File: src/rtl/bcd_pkg.sv
// Shared types and constants for the serial packed-BCD adder.
package bcd_pkg;

  localparam int BCD_DIGIT_W = 4;
  localparam int BCD_MAX     = 9;
  localparam int BCD_CORR    = 6;

  typedef logic [BCD_DIGIT_W-1:0] bcd_digit_t;

  typedef enum logic [1:0] {
    IDLE,
    RUN,
    DONE
  } state_t;

endpackage

File: src/rtl/bcd_digit_add.sv
// Single-digit BCD adder with decimal correction and invalid-digit flag.
module bcd_digit_add
  import bcd_pkg::*;
(
  input  bcd_digit_t da,
  input  bcd_digit_t db,
  input  logic       ci,
  output bcd_digit_t d,
  output logic       co,
  output logic       bad
);

  logic [4:0] s;

  always_comb begin
    s   = {1'b0, da} + {1'b0, db} + {4'b0, ci};
    d   = s[3:0];
    co  = 1'b0;
    // Correction applies to the raw 5-bit sum; only the low nibble is kept.
    if (s > 5'(BCD_MAX)) begin
      d  = s[3:0] + 4'(BCD_CORR);
      co = 1'b1;
    end
    bad = (da > 4'(BCD_MAX)) | (db > 4'(BCD_MAX));
  end

endmodule

File: src/rtl/bcd_serial_add_ctrl.sv
// Multi-digit packed-BCD adder: one shared digit stage, LSD first, one digit per clock.
module bcd_serial_add_ctrl
  import bcd_pkg::*;
#(
  parameter int DIGITS = 8,
  parameter int IDX_W  = $clog2(DIGITS)
) (
  input  logic                  clk,
  input  logic                  rst_n,
  input  logic                  op_valid,
  output logic                  op_ready,
  input  logic [4*DIGITS-1:0]   a,
  input  logic [4*DIGITS-1:0]   b,
  input  logic                  cin,
  output logic                  res_valid,
  input  logic                  res_ready,
  output logic [4*DIGITS-1:0]   sum,
  output logic                  cout,
  output logic                  err,
  output logic                  busy
);

  localparam logic [IDX_W-1:0] LAST = IDX_W'(DIGITS - 1);

  state_t              state, state_n;
  logic [IDX_W-1:0]    idx;
  logic                carry;
  logic [4*DIGITS-1:0] a_q, b_q;
  logic                accept;
  logic                last;

  bcd_digit_t          da, db, d;
  logic                co, bad;

  assign da   = a_q[4*idx +: 4];
  assign db   = b_q[4*idx +: 4];
  assign last = (idx == LAST);

  bcd_digit_add u_digit (
    .da  (da),
    .db  (db),
    .ci  (carry),
    .d   (d),
    .co  (co),
    .bad (bad)
  );

  always_ff @(posedge clk or negedge rst_n) begin
    if (!rst_n) state <= IDLE;
    else        state <= state_n;
  end

  always_comb begin
    state_n   = state;
    op_ready  = 1'b0;
    res_valid = 1'b0;
    busy      = 1'b0;
    accept    = 1'b0;
    case (state)
      IDLE: begin
        op_ready = 1'b1;
        if (op_valid) begin
          accept  = 1'b1;
          state_n = RUN;
        end
      end
      RUN: begin
        busy = 1'b1;
        if (last) state_n = DONE;
      end
      DONE: begin
        busy      = 1'b1;
        res_valid = 1'b1;
        if (res_ready) state_n = IDLE;
      end
      default: state_n = IDLE;
    endcase
  end

  always_ff @(posedge clk or negedge rst_n) begin
    if (!rst_n) begin
      a_q   <= '0;
      b_q   <= '0;
      idx   <= '0;
      carry <= 1'b0;
      sum   <= '0;
      cout  <= 1'b0;
      err   <= 1'b0;
    end else begin
      if (accept) begin
        a_q   <= a;
        b_q   <= b;
        carry <= cin;
        idx   <= '0;
        sum   <= '0;
        cout  <= 1'b0;
        err   <= 1'b0;
      end else if (state == RUN) begin
        sum[4*idx +: 4] <= d;
        carry           <= co;
        err             <= err | bad;
        idx             <= last ? '0 : idx + 1'b1;
        if (last) cout <= co;
      end
    end
  end

endmodule

File: config.mk
export PLATFORM = sky130hd
export DESIGN_NAME = bcd_serial_add_ctrl
export DESIGN_NICKNAME = d
export VERILOG_FILES = /design/src/rtl/bcd_pkg.sv /design/src/rtl/bcd_digit_add.sv /design/src/rtl/bcd_serial_add_ctrl.sv
export SDC_FILE = /design/constraint.sdc
export NUM_CORES = 1
export LEC_CHECK = 0
export BUFFER_PORTS_ARGS = -buffer_cell sky130_fd_sc_hd__buf_2
export CAP_MARGIN = 5
export CORE_ASPECT_RATIO = 1.4
export CORE_MARGIN = 3
export CORE_UTILIZATION = 40
export DETAILED_ROUTE_END_ITERATION = 8
export GPL_TIMING_DRIVEN = 0
export HOLD_SLACK_MARGIN = 0.05
export PLACE_DENSITY = 0.65
export SETUP_SLACK_MARGIN = 0.5
export SLEW_MARGIN = 20
export SYNTH_ARGS = -nofsm -noshare
export SYNTH_HDL_FRONTEND = slang
export SYNTH_HIERARCHICAL = 1
export SYNTH_SLANG_ARGS = --single-unit
File: constraint.sdc
create_clock -name clk -period 6.1 [get_ports clk]
set_input_delay 1.83 -clock clk [delete_from_list [all_inputs] [get_ports clk]]
set_output_delay 1.83 -clock clk [all_outputs]
set_load 0.02 [all_outputs]
# --- Word-level counts from Yosys, hierarchy flattened ---
# Cells that the tools add are included.
totals:
  wordCells: 58
  inputBits: 69
  output_inout_bits: 37
  reg_bits: 104
classes:
  n_reduce_logical: 6
  order_cmp: 3
  n_addsub: 5
  mux: 24
  n_shift: 4
  n_eq_ne: 6
  n_bitwise: 2
ops:
  columns: ["operator", "count"]
  rows:
  - ["$mux 32", 2]
  - ["$shiftx 32x6->4", 2]
  - ["$neg 5->34", 1]
  - ["$shift 4x34->32 const A", 1]
  - ["$shiftx 4x34->32", 1]
  - ["$bwmux 32", 1]
  - ["$mux 1", 13]
  - ["$mux 3", 3]
  - ["$gt 4x4->1 const B", 2]
  - ["$mux 2", 3]
  - ["$ne 2x2->1 const B", 3]
  - ["$pmux 2 s3", 1]
  - ["$add 4x4->5", 1]
  - ["$add 5x1->5", 1]
  - ["$gt 5x4->1 const B", 1]
  - ["$add 4x3->4 const B", 1]
  - ["$mux 4", 1]
  - ["$reduce_bool 2->1", 2]
  - ["$add 3x1->3 const B", 1]
  - ["$eq 3x3->1 const B", 1]
  - ["$reduce_and 3->1", 1]
  - ["$eq 2x1->1 const B", 1]
  - ["$eq 2x2->1 const B", 1]
  - ["$logic_not 2->1", 1]
  - ["3 further kinds", 4]

# --- Depth between registers and ports, before layout ---
# Gate-level depths: netlist of run 1.
depth:
  depth_word: 9
  depth_mapped: 15
  ltp_nobuf: 13

# --- Cells and area by module ---
# The synthesis of run 1 kept the hierarchy.
by_module_without_submodules:
  columns: ["module", "area_each_um2", "n_inst", "seq_area_each_um2", "cells_each"]
  rows:
  - ["bcd_serial_add_ctrl", 4877.2, 1, 2602.5, 508]
  - ["bcd_digit_add", 225.2, 1, 0.0, 25]

# --- Worst setup path after synthesis of run 1 ---
# Ideal clock, no wire load.
synth_path:
  path_kind: "register to register"
  start: "reg idx[0]"
  end: "reg sum[6]"
  path_slack_ns: 2.171
  path_buffers: 2
  setup_time_ns: 0.067
  arrival_time_ns: 3.862
  required_time_ns: 6.033
  stages_incl_launch_ff: 16
  synth_period_minus_slack_ns: 3.929
  path_cell_list: "dfrtp_1 > buf_6 > buf_4 > mux4_2 > nand2_1 > nand2_1 > fa_1 > fa_1 > xnor2_1 > ha_1 > a31o_1 > o31ai_4 > mux2i_1 > nand4_1 > nor2_1 > a32o_1"
synth_between:
  elab_chain_cells: 9
  elab_cells_between_ends: 13
  cone_classes: "add/sub (4); order compare (1); shift (4); mux (4)"
synth_rtl:
  columns: ["item", "line_no", "source"]
  rows:
  - ["from (decl)", "bcd_serial_add_ctrl.sv:26", "logic [IDX_W-1:0] idx;"]
  - ["from (signal assigned)", "bcd_serial_add_ctrl.sv:102", "idx <= last ? '0 : idx + 1'b1;"]
  - ["$shiftx 32x6->4 *", "bcd_serial_add_ctrl.sv:35", "assign da = a_q[4*idx +: 4];"]
  - ["via da[0]", "bcd_serial_add_ctrl.sv:32", "bcd_digit_t da, db, d;"]
  - ["$add 4x4->5 *", "bcd_digit_add.sv:16", "s = {1'b0, da} + {1'b0, db} + {4'b0, ci};"]
  - ["$add 5x1->5 *", "bcd_digit_add.sv:16", null]
  - ["$add 4x3->4 / $gt 5x4->1 (equally long branches)", "bcd_digit_add.sv:21, bcd_digit_add.sv:20", null]
  - ["$mux 4 *", "bcd_digit_add.sv:20", "if (s > 5'(BCD_MAX)) begin"]
  - ["via d[2]", "bcd_serial_add_ctrl.sv:32", null]
  - ["$shiftx 4x34->32 *", "bcd_serial_add_ctrl.sv:99", "sum[4*idx +: 4] <= d;"]
  - ["$bwmux 32 *", "bcd_serial_add_ctrl.sv:99", null]
  - ["$mux 32 *", "bcd_serial_add_ctrl.sv:98", "end else if (state == RUN) begin"]
  - ["$mux 32 *", "bcd_serial_add_ctrl.sv:90", "if (accept) begin"]
  - ["to (signal assigned)", "bcd_serial_add_ctrl.sv:86", "sum <= '0;"]
  - ["to (signal assigned)", "bcd_serial_add_ctrl.sv:95", "sum <= '0;"]
  - ["to (signal, indexed assignment)", "bcd_serial_add_ctrl.sv:99", null]
  - ["to (decl)", "bcd_serial_add_ctrl.sv:17", "output logic [4*DIGITS-1:0] sum,"]
# The timed path passes the listed nets; every way through them passes the cells marked *. The select of a mux whose other input is x is not followed.
# A chain may end at the register's enable or synchronous reset.

# --- Worst setup path in the final report of run 1 ---
layout_path:
  start: "reg idx[1]"
  end: "reg sum[22]"
# The elaborated chain is that of the path after synthesis.

==> results of run 1 <==
## flip-flops by register name, summed over array words and instances, names as in the netlist
name	flops
a_q	32
b_q	32
sum	32
idx	3
state	2
carry	1
cout	1
err	1
## kinds of logic (layout without fill, tap and decap cells)
kind of cell / count (synthesis) / count (layout) / synth area share [%]
flops: 104 / 104 / 51.0
buf+inv: 40 / 162 / 3.46
xor+xnor: 2 / 2 / 0.343
fa+ha+maj: 16 / 16 / 4.22
mux: 49 / 49 / 13.5
compound gates: 24 / 24 / 3.48
simple gates: 298 / 298 / 24.0
## stage by stage
stage                     cell area (µm²)  instances  setup WS [ns]  total power (W)
final                                6140        805           1.42          0.00378
after global routing                 6140        805           1.25          0.00406
after CTS                            6140        805           1.46          0.00379
after detailed placement             5850        789           1.49          0.00321
after global placement               5820        788           1.59          0.00313
after floorplan                      5100        533           2.17          0.00261
## final timing paths
| check | start | endpoint | slack, ns |
|---|---|---|---|
| setup / recovery | idx[1]$_DFFE_PN0P_ | sum[22]$_DFFE_PN0P_ | 1.42 |
| hold / removal | b_q[11]$_DFFE_PN0P_ | b_q[11]$_DFFE_PN0P_ | 0.47 |
| setup reg to reg | idx[1]$_DFFE_PN0P_ | sum[22]$_DFFE_PN0P_ | 1.42 |
| hold reg to reg | b_q[11]$_DFFE_PN0P_ | b_q[11]$_DFFE_PN0P_ | 0.47 |
| max in group asynchronous | rst_n | b_q[21]$_DFFE_PN0P_ | 4.06 |
| min in group asynchronous | rst_n | sum[25]$_DFFE_PN0P_ | 1.43 |
## worst max-delay path, cell delays in order, from the launching register on
cell	delay, ns
sky130_fd_sc_hd__dfrtp_1	0.39
sky130_fd_sc_hd__buf_2	0.32
sky130_fd_sc_hd__buf_2	0.35
sky130_fd_sc_hd__mux4_2	0.39
sky130_fd_sc_hd__nand2_1	0.10
sky130_fd_sc_hd__nand2_1	0.08
sky130_fd_sc_hd__fa_1	0.46
sky130_fd_sc_hd__fa_1	0.42
sky130_fd_sc_hd__xnor2_1	0.18
sky130_fd_sc_hd__ha_1	0.24
sky130_fd_sc_hd__a31o_1	0.23
sky130_fd_sc_hd__o31ai_4	0.37
sky130_fd_sc_hd__mux2i_1	0.59
sky130_fd_sc_hd__nand4_1	0.16
sky130_fd_sc_hd__nor2_1	0.17
sky130_fd_sc_hd__a32o_1	0.15
## final cells by class
cell class,count,area share [%]
multi-input cells,389,37.8
plain buffers,31,2.32
well taps,150,3.06
flip-flops and latches,104,42.4
inverters,9,0.550
repair buffers,106,9.11
clock buffers,14,4.14
clock inverters,2,0.631
## cell usage in the layout (no fill, tap or decap), types with 2 or more instances in the layout
master	instances
sky130_fd_sc_hd__nand2_1	256
sky130_fd_sc_hd__buf_2	109
sky130_fd_sc_hd__dfrtp_1	104
sky130_fd_sc_hd__mux2i_1	33
sky130_fd_sc_hd__clkbuf_1	20
sky130_fd_sc_hd__mux4_2	16
sky130_fd_sc_hd__nand3_1	16
sky130_fd_sc_hd__ha_1	14
sky130_fd_sc_hd__clkbuf_16	9
sky130_fd_sc_hd__inv_1	8
sky130_fd_sc_hd__a21oi_1	7
sky130_fd_sc_hd__buf_1	6
sky130_fd_sc_hd__nand4_1	5
sky130_fd_sc_hd__nor2_1	5
sky130_fd_sc_hd__a31oi_1	4
sky130_fd_sc_hd__buf_6	3
sky130_fd_sc_hd__nand2b_1	3
sky130_fd_sc_hd__nor2b_1	3
sky130_fd_sc_hd__and3_1	3
sky130_fd_sc_hd__o21ai_0	3
sky130_fd_sc_hd__and2_1	2
sky130_fd_sc_hd__a32o_1	2
sky130_fd_sc_hd__xnor2_1	2
sky130_fd_sc_hd__fa_1	2
## where the power goes
part / switching [W] / internal (W) / leakage, nW
logic: 0.00135 / 0.000801 / 1.80
registers: 0.000130 / 0.000930 / 1.34
clock network: 0.000241 / 0.000331 / 0.141
## layer usage
metal	share of wire, %	wire length, µm
met1	41	5110
met4	1.5	192
met5	0	0
met2	54	6650
met3	3.7	459
==> reports/metrics.cfg, run 1 <==
[grt]
met1_usage_pct = 22.2
vias_in_the_first_global_route = 4307
grt_util_met2_pct = 32.3
grt_antenna_before_repair = 0
grt_start_max_net_pins = 54
overflow = 0
grt_busiest_layer = met2
global_route.usage.total_pct = 18.3
globalRouteMet3Util_pct = 3.51
grt_first_pass_wirelength_um = 20400

[yosys]
synth.ff_latch_count = 104
synth.most_common_cell = sky130_fd_sc_hd__nand2_1
dominantRegCellSynth = sky130_fd_sc_hd__dfrtp_1
synthesis.instances = 533
ys_top_cells_by_area = sky130_fd_sc_hd__dfrtp_1, sky130_fd_sc_hd__nand2_1, sky130_fd_sc_hd__mux4_2
syn_area_per_cell_um2 = 9.57
count_of_flip_flops_with_a_built_in_enable_after_synthesis = 0
async_flop_share_pct = 100
synth.net_count = 618
synth_top_area_share_pct = 51.0
synth.cell_area_mm2 = 0.00510
synthTopCellsByCount = sky130_fd_sc_hd__nand2_1, sky130_fd_sc_hd__dfrtp_1, sky130_fd_sc_hd__mux2i_1
yosysWarningCount = 6
netlist-cell-type-count = 39
synth_top_area_cell = sky130_fd_sc_hd__dfrtp_1
synth_seq_area_share_pct = 51.0

[power_and_ir_drop]
cellPowerDensity_mw_per_mm2 = 616
irDropWorstVdd_mv = 0.497
power_leakage_nw = 3.28

[floorplanning]
floorplan.initialDensity_pct = 41.0
dieArea_mm2 = 0.0142
die_y_extent_um = 140
placement_rows = 48
io-pin-count = 106
design.core.area_mm2 = 0.0124
dieWidth_um = 101

[sta]
report.final.setup_viol = 0
final.period_utilization_pct = 76.7
final.min_clock_period_ns = 4.68
worst_pin_slew_ns = 0.657
timing_max_transition_violations_final = 0
rsz0062_at_grt = false
finalHoldViolations = 0
skew_ns = 0.00954
fmax_mhz = 214
timing.max_slew.rel_slack_pct = 56.2
fin_hold_ws_ns = 0.471
totalNegativeSetupSlack_ns = 0

[place]
gp_routability_congestion = 0.806
count_of_port_buffers_added_during_placement = 105
place.detailed.hpwl_um = 9580

[route]
route.detailed.vias_per_inst = 5.00
drtAntennaViolNets = 0
drt-pass1-iter-count = 7
routed_wirelength_um = 12400
post_drt_wl_per_cell_um = 15.4
routed-via-count = 4021
drt_drc_violations_left = 0
detailed_route_iter0_violations = 202

[cts]
tritoncts = built
clk_pin_slew_ns = 0.07
clock_sinks = 104
cts_inserted_buffers = 9
cts_setup_buffers = 0
cts_hold_repair.buffers = 0
postCtsResizedCells = 0
clockRootBuffer = sky130_fd_sc_hd__clkbuf_16
clkLatencyLatePin_ns = 0.34
clockBufferDepth = 2
htree_levels = 3

[cells_and_area]
layout-drive-gt1-share_pct = 22.6
final_core_util_pct = 49.4
layout.filler_cells = 1208
antenna_cells_inserted = 0
final-seq-area_mm2 = 0.00260
area_of_the_multi_input_gates_mm2 = 0.00232
fin_nets = 735
areaGrowthSynthToFinish_pct = 20.4

[setup_path]
timing.critical_path.fanout_max = 10
depth_of_the_worst_register_to_register_path = 15
crit_path_arrival_time_ns = 4.96
cp.required_ns = 6.38
timing_worst_setup_path_type = register to register
setup.worst_path.end_class = register
critical_path.startpoint_type = register

[outcome]
status = finished, final reports clean

[worst_hold_path]
min-delay-path-class = register to register
min_path_cells = 2

[run]
max_cap_violations = 0

No activity file was read; power rests on OpenSTA's default activity.
==> inputs of run 2 (changes only) <==
--- a/config.mk
+++ b/config.mk
@@ -5,6 +5,7 @@
 export SDC_FILE = /design/constraint.sdc
 export NUM_CORES = 1
 export LEC_CHECK = 0
+export ABC_AREA = 1
 export BUFFER_PORTS_ARGS = -buffer_cell sky130_fd_sc_hd__buf_2
 export CAP_MARGIN = 5
 export CORE_ASPECT_RATIO = 1.4
==> constraint.sdc (replaced) <==
create_clock -name clk -period 4.8 [get_ports clk]
set_input_delay 1.44 -clock clk [delete_from_list [all_inputs] [get_ports clk]]
set_output_delay 1.44 -clock clk [all_outputs]
set_load 0.02 [all_outputs]
==> run 2 against run 1 <==
Via count increased by 25%. Critical path type unchanged. Routed wire length rose by 21%. First-iteration DRC count down 24%. Die area grew 10%. Core utilization grew 0.089 points. Area after synthesis up 11%. Largest power group unchanged. Non-clock buffer count grew 6. Clock power increased by 34%. Power up 50%. Clock skew down 0.00097 ns.
==> reports/metrics.cfg, run 2 <==
[outcome]
status = finished, final reports clean

[grt]
overflow = 0  ; unchanged
grt_start_max_net_pins = 55  ; +1.9%
global_route.usage.total_pct = 19.8  ; +1.5 points
grt_first_pass_wirelength_um = 24600  ; +21%
grt_antenna_before_repair = 0  ; unchanged
vias_in_the_first_global_route = 4991  ; +16%

[power_and_ir_drop]
power_leakage_nw = 3.88  ; +18%
irDropWorstVdd_mv = 0.391  ; -21%
cellPowerDensity_mw_per_mm2 = 838  ; +36%

[cts]
clockRootBuffer = sky130_fd_sc_hd__clkbuf_16
cts_setup_buffers = 0  ; unchanged
postCtsResizedCells = 0  ; unchanged
clockBufferDepth = 2  ; unchanged
clk_pin_slew_ns = 0.07  ; about the same
clkLatencyLatePin_ns = 0.35  ; about the same
cts_hold_repair.buffers = 0  ; unchanged
cts_inserted_buffers = 9  ; unchanged
htree_levels = 3  ; unchanged
clock_sinks = 104  ; unchanged
tritoncts = built

[yosys]
yosysWarningCount = 6  ; unchanged
synth.net_count = 847  ; +37%
synth.cell_area_mm2 = 0.00566  ; +11%
synth_top_area_cell = sky130_fd_sc_hd__dfrtp_1
synthesis.instances = 762  ; +43%
count_of_flip_flops_with_a_built_in_enable_after_synthesis = 0  ; unchanged
async_flop_share_pct = 100  ; unchanged
synth.ff_latch_count = 104  ; unchanged
yosys.area_share.adder_pct = 3.80  ; -0.41 points
synth-simple-area-share_pct = 37.4  ; +13 points
synthTopCellsByCount = sky130_fd_sc_hd__nand2_1, sky130_fd_sc_hd__dfrtp_1, sky130_fd_sc_hd__nor2_1
synth_mux_area_share_pct = 0  ; -14 points
synth_top_area_share_pct = 46.0  ; -5.0 points
largest_family_of_logic_cells_by_synthesized_area = simple AND/OR/NAND/NOR gates
synth_seq_area_share_pct = 46.0  ; -5.0 points
netlist-cell-type-count = 31  ; -21%
synth_xor_xnor_area_share_pct = 0  ; -0.34 points
synth.most_common_cell = sky130_fd_sc_hd__nand2_1
synth-compound-area-share_pct = 4.36  ; +0.88 points
syn_area_per_cell_um2 = 7.42  ; -22%
dominantRegCellSynth = sky130_fd_sc_hd__dfrtp_1
ys_top_cells_by_area = sky130_fd_sc_hd__dfrtp_1, sky130_fd_sc_hd__nand2_1, sky130_fd_sc_hd__nand3_1

[sta]
fmax_mhz = 264  ; +23%
final.period_utilization_pct = 78.9  ; +2.2 points
skew_ns = 0.00857  ; -0.000969 ns
worst_pin_slew_ns = 0.506  ; -0.151 ns
final.min_clock_period_ns = 3.79  ; -0.889 ns
worst_slack_ns = 1.01  ; -0.411 ns
timing_max_transition_violations_final = 0  ; unchanged
rsz0062_at_grt = false
timing.max_slew.rel_slack_pct = 66.2  ; +10 points
report.final.setup_viol = 0  ; unchanged
finalHoldViolations = 0  ; unchanged
totalNegativeSetupSlack_ns = 0  ; unchanged

[floorplanning]
floorplan.initialDensity_pct = 41.5  ; +0.43 points
dieWidth_um = 107  ; +5.0%
io-pin-count = 106  ; unchanged
die_y_extent_um = 147  ; +5.1%
design.core.area_mm2 = 0.0136  ; +9.7%
dieArea_mm2 = 0.0156  ; +10%
placement_rows = 50  ; +4.2%

[setup_path]
critical_path.startpoint_type = register
setup.worst_path.end_class = register
timing_worst_setup_path_type = register to register
regToRegSetupSlack_ns = 1.01  ; -0.41 ns
crit_path_arrival_time_ns = 4.08  ; -0.88 ns
timing.critical_path.fanout_max = 11  ; +1
timing.rr.start = idx[1]$_DFFE_PN0P_
cp.required_ns = 5.09  ; -1.29 ns
timing.critical_path.from = idx[1]$_DFFE_PN0P_

[route]
drtAntennaViolNets = 0  ; unchanged
post_drt_wl_per_cell_um = 14.1  ; -8.3%
route.detailed.vias_per_inst = 4.72  ; -5.5%
routed-via-count = 5033  ; +25%
drt-pass1-iter-count = 5  ; -2
detailed_route_iter0_violations = 154  ; -24%
routed_wirelength_um = 15100  ; +21%
drt_drc_violations_left = 0  ; unchanged

[cells_and_area]
areaGrowthSynthToFinish_pct = 19.3
antenna_cells_inserted = 0  ; unchanged
fin_nets = 964  ; +31%
largest_registers = a_q x32, b_q x32, sum x32
layout_common_cells = sky130_fd_sc_hd__nand2_1, sky130_fd_sc_hd__buf_2, sky130_fd_sc_hd__dfrtp_1
layout-drive-gt1-share_pct = 20.2  ; -2.3 points
most_common_cell_after_layout_fill_and_taps_aside = sky130_fd_sc_hd__nand2_1

[worst_hold_path]
min-delay-path-class = register to register
startpoint_of_the_tightest_hold_check_path = a_q[17]$_DFFE_PN0P_

[place]
count_of_port_buffers_added_during_placement = 105  ; unchanged
gp_routability_congestion = 0.901  ; +12%
dp_slack_ns = 1.08  ; -0.417 ns
place.detailed.hpwl_um = 11600  ; +21%

[run]
max_cap_violations = 0  ; unchanged

==> run 2: final cells by class <==
type,instances,area (µm²)
Sequential cell,104,2600
Clock inverter,5,63.8
Buffer,37,229
Timing Repair Buffer,106,559
Tap cell,182,228
Inverter,64,250
Multi-Input combinational cell,557,2570
Clock buffer,11,243
Fill cell,1443,6890
==> run 2: power by group <==
part           switching, W  internal [W]
combinational       0.00242       0.00113
clock              0.000341      0.000424
sequential         0.000146       0.00119
==> run 2: cell families (layout without fill, tap and decap cells) <==
group / count (synthesis) / after routing
buffers and inverters: 101 / 223
adder cells (fa/ha/maj): 16 / 16
flip-flops: 104 / 104
AO/OA/AOI/OAI: 46 / 46
AND/OR/NAND/NOR: 495 / 495
==> run 2: path summary, 6_finish.rpt <==
kind,endpoint,depth (start not counted)
min in group asynchronous,a_q[2]$_DFFE_PN0P_,1
max reg2reg,sum[7]$_DFFE_PN0P_,22
min,a_q[17]$_DFFE_PN0P_,2
max in group asynchronous,idx[1]$_DFFE_PN0P_,2
min reg2reg,a_q[17]$_DFFE_PN0P_,2
max,sum[7]$_DFFE_PN0P_,22
==> run 2: per-layer routing <==
layer | share of wire [%] | track usage, % | vias up
li1 | - | - | 2605
met1 | 41 | 23.6 | 2302
met2 | 53 | 35.7 | 108
met3 | 3.6 | 3.12 | 18
met4 | 2.0 | 7.29 | 0
met5 | 0 | 0 | -
==> run 2: metrics by stage <==
stage / utilization, % / hold slack (ns) / total power (W) / cells / cell area, µm²
finish: 49.5 / 0.492 / 0.00566 / 1066 / 6750
global route: 49.5 / 0.512 / 0.00619 / 1066 / 6750
CTS: 49.5 / 0.494 / 0.00566 / 1066 / 6750
detailed placement: 47.2 / 0.469 / 0.00489 / 1050 / 6440
global placement: 47.0 / 0.465 / 0.00483 / 1049 / 6410
floorplan: - / 0.450 / 0.00398 / 762 / 5660
==> run 2: worst max-delay path, stage by stage, from the launching register on <==
cell,delay (ns)
sky130_fd_sc_hd__dfrtp_1,0.41
sky130_fd_sc_hd__buf_6,0.17
sky130_fd_sc_hd__inv_8,0.11
sky130_fd_sc_hd__buf_2,0.30
sky130_fd_sc_hd__nor2_1,0.08
sky130_fd_sc_hd__nand2_1,0.07
sky130_fd_sc_hd__nand2_1,0.05
sky130_fd_sc_hd__nand2_1,0.05
sky130_fd_sc_hd__nand2_1,0.10
sky130_fd_sc_hd__fa_1,0.48
sky130_fd_sc_hd__fa_1,0.41
sky130_fd_sc_hd__nand2_1,0.15
sky130_fd_sc_hd__nand2_4,0.07
sky130_fd_sc_hd__ha_1,0.24
sky130_fd_sc_hd__a21oi_2,0.13
sky130_fd_sc_hd__nand2_2,0.11
sky130_fd_sc_hd__nand2_4,0.09
sky130_fd_sc_hd__nand2_1,0.05
sky130_fd_sc_hd__nand2_1,0.16
sky130_fd_sc_hd__nand3_1,0.13
sky130_fd_sc_hd__nor2_1,0.20
sky130_fd_sc_hd__nand3_1,0.11
sky130_fd_sc_hd__nand2_1,0.07
==> inputs of run 3 (changes only) <==
--- a/config.mk
+++ b/config.mk
@@ -5,7 +5,7 @@
 export SDC_FILE = /design/constraint.sdc
 export NUM_CORES = 1
 export LEC_CHECK = 0
-export ABC_AREA = 1
+export ABC_AREA = 0
 export BUFFER_PORTS_ARGS = -buffer_cell sky130_fd_sc_hd__buf_2
 export CAP_MARGIN = 5
 export CORE_ASPECT_RATIO = 1.4
==> constraint.sdc (replaced) <==
create_clock -name clk -period 3.76 [get_ports clk]
set_input_delay 1.128 -clock clk [delete_from_list [all_inputs] [get_ports clk]]
set_output_delay 1.128 -clock clk [all_outputs]
set_load 0.02 [all_outputs]
==> run 3 against run 2 <==
The run now ends with negative setup slack left. Core utilization increased by 3.2 points. Sequential share of layout area increased by 1.2 points. Clock-buffer cell count did not move. Clock skew increased by 0.0016 ns. Register-to-register slack got worse by 1.0 ns. Critical path type unchanged. Largest cell class unchanged.
==> reports/metrics.cfg, run 3 (synthesis gave the netlist of run 1 again) <==
[route]
detailed_route_iter0_violations = 243  ; +58%
routed-via-count = 4137  ; -18%
drt-pass1-iter-count = 4  ; -1
route.detailed.vias_per_inst = 5.02  ; +6.3%
drt_drc_violations_left = 0  ; unchanged
post_drt_wl_per_cell_um = 15.8  ; +12%
routed_wirelength_um = 13000  ; -14%
drtAntennaViolNets = 0  ; unchanged

[floorplanning]
dieWidth_um = 101  ; -4.7%
placement_rows = 48  ; -4.0%
design.core.area_mm2 = 0.0124  ; -8.8%
dieArea_mm2 = 0.0142  ; -9.3%
io-pin-count = 106  ; unchanged
floorplan.initialDensity_pct = 41.0  ; -0.43 points
die_y_extent_um = 140  ; -4.8%

[setup_path]
timing.rr.start = idx[0]$_DFFE_PN0P_
worstReg2RegEnd = sum[22]$_DFFE_PN0P_
cp.required_ns = 4.05  ; -1.04 ns
crit_path_arrival_time_ns = 4.06  ; -0.02 ns
depth_of_the_worst_register_to_register_path = 15  ; -32%
timing_worst_setup_path_type = register to register
timing.critical_path.fanout_max = 4  ; -7
setup.worst_path.end_class = register
critical_path.startpoint_type = register
regToRegSetupSlack_ns = -0.01  ; -1.02 ns

[cells_and_area]
layout_common_cells = sky130_fd_sc_hd__nand2_1, sky130_fd_sc_hd__buf_2, sky130_fd_sc_hd__dfrtp_1
layout.filler_cells = 1142  ; -21%
most_common_cell_after_layout_fill_and_taps_aside = sky130_fd_sc_hd__nand2_1
fin_nets = 755  ; -22%
areaGrowthSynthToFinish_pct = 28.4
largest_registers = a_q x32, b_q x32, sum x32
final_core_util_pct = 52.7  ; +3.2 points
layout-drive-gt1-share_pct = 29.2  ; +9.0 points
antenna_cells_inserted = 0  ; unchanged

[grt]
grt_start_max_net_pins = 54  ; -1.8%
grt_antenna_before_repair = 0  ; unchanged
grt_first_pass_wirelength_um = 21600  ; -12%
vias_in_the_first_global_route = 4465  ; -11%
overflow = 0  ; unchanged
global_route.usage.total_pct = 19.5  ; -0.33 points

[cts]
tritoncts = built
clk_pin_slew_ns = 0.07  ; about the same
clockBufferDepth = 2  ; unchanged
cts_hold_repair.buffers = 0  ; unchanged
clockRootBuffer = sky130_fd_sc_hd__clkbuf_16
clkLatencyLatePin_ns = 0.35  ; about the same
cts_inserted_buffers = 9  ; unchanged
clock_sinks = 104  ; unchanged
htree_levels = 3  ; unchanged

[run]
max_cap_violations = 0  ; unchanged

[sta]
timing.max_slew.rel_slack_pct = 53.0  ; -13 points
report.final.setup_viol = 2  ; +2
timing_max_transition_violations_final = 0  ; unchanged
skew_ns = 0.0102  ; +0.00159 ns
fin_hold_ws_ns = 0.467  ; -0.0247 ns
final.min_clock_period_ns = 3.77  ; -0.0153 ns
fmax_mhz = 265  ; +0.40%
worst_pin_slew_ns = 0.700  ; +0.193 ns
totalNegativeSetupSlack_ns = -0.0245  ; -0.0245 ns
finalHoldViolations = 0  ; unchanged
final.period_utilization_pct = 100  ; +21 points
worst_slack_ns = -0.0140  ; -1.02 ns
rsz0062_at_grt = true

[place]
place.detailed.hpwl_um = 9670  ; -16%
count_of_port_buffers_added_during_placement = 105  ; unchanged
gp_routability_congestion = 0.815  ; -9.6%

[outcome]
status = finished with violations
violations = negative setup slack

[worst_hold_path]
min_delay_worst_endpoint = a_q[10]$_DFFE_PN0P_
min-delay-path-class = register to register
startpoint_of_the_tightest_hold_check_path = a_q[10]$_DFFE_PN0P_
min_path_cells = 2  ; unchanged

## run 3: changes by cell type in the layout (fill, tap and decap cells not counted), sizes merged, moves of 3 or more
cell    change
nor2       -88
nand2      -63
nor2b       +3
nand4       -3
a21oi       +3
nand3      -59
clkbuf     +16
nand2b      +3
and3        +3
a31oi       +4
o21ai      -35
mux2i      +33
mux4       +16
inv        -57
## run 3: cell type report
cell class / count / area [µm²] / share of cell area (%)
Buffer: 31 / 188 / 2.86
Clock buffer: 11 / 253 / 3.86
Clock inverter: 4 / 76.3 / 1.16
Sequential cell: 104 / 2600 / 39.7
Inverter: 9 / 37.5 / 0.573
Timing Repair Buffer: 126 / 728 / 11.1
Tap cell: 150 / 188 / 2.86
Multi-Input combinational cell: 389 / 2480 / 37.8
## run 3: critical path, cell delays in order (launching register included)
cell and delay (ns):
sky130_fd_sc_hd__dfrtp_1 0.38, sky130_fd_sc_hd__buf_8 0.14, sky130_fd_sc_hd__buf_12 0.12, sky130_fd_sc_hd__mux4_2 0.50, sky130_fd_sc_hd__nand2_1 0.10, sky130_fd_sc_hd__nand2_2 0.07, sky130_fd_sc_hd__fa_2 0.38, sky130_fd_sc_hd__fa_2 0.56
sky130_fd_sc_hd__inv_4 0.04, sky130_fd_sc_hd__ha_4 0.15, sky130_fd_sc_hd__a31o_4 0.22, sky130_fd_sc_hd__o31ai_4 0.26, sky130_fd_sc_hd__mux2i_4 0.30, sky130_fd_sc_hd__nand4_1 0.14, sky130_fd_sc_hd__nor2_2 0.19, sky130_fd_sc_hd__a32o_1 0.15
## run 3: worst max-delay path by stage
stage,cells past startpoint,end,start
after detailed placement,15,sum[22]$_DFFE_PN0P_,idx[1]$_DFFE_PN0P_
after CTS,15,sum[26]$_DFFE_PN0P_,idx[0]$_DFFE_PN0P_
final,15,sum[22]$_DFFE_PN0P_,idx[0]$_DFFE_PN0P_
after global placement,15,sum[6]$_DFFE_PN0P_,idx[1]$_DFFE_PN0P_
after global routing,15,sum[6]$_DFFE_PN0P_,idx[0]$_DFFE_PN0P_
after floorplan,15,sum[22]$_DFFE_PN0P_,idx[0]$_DFFE_PN0P_
## run 3: per-layer routing
metal  up-vias  wire length [µm]  track usage [%]
li1       2021                 -                -
met1      1988              5150             22.7
met2       107              7080             34.9
met3        21               497             2.61
met4         0               296             8.47
met5         -                 0                0
## run 3: stage by stage
stage	setup slack [ns]	area, µm²	cells
2_1_floorplan	0.107	5140	533
3_3_place_gp	-0.437	5860	788
3_5_place_dp	-0.521	5890	789
4_1_cts	-0.0262	6470	820
5_1_grt	-0.113	6550	824
6_report	-0.0140	6550	824
## run 3: what timing repair did
| action | 4_1_cts | 5_1_grt |
|---|---|---|
| setup buffers | 16 | 4 |
| endpoints found under the setup margin | 26 | 26 |
| pin swaps | 7 | 8 |
| resized for setup | 26 | 16 |
Power of run 3 is not shown: default switching activity piles up to over one toggle a cycle in this logic, so the estimate is an artifact.
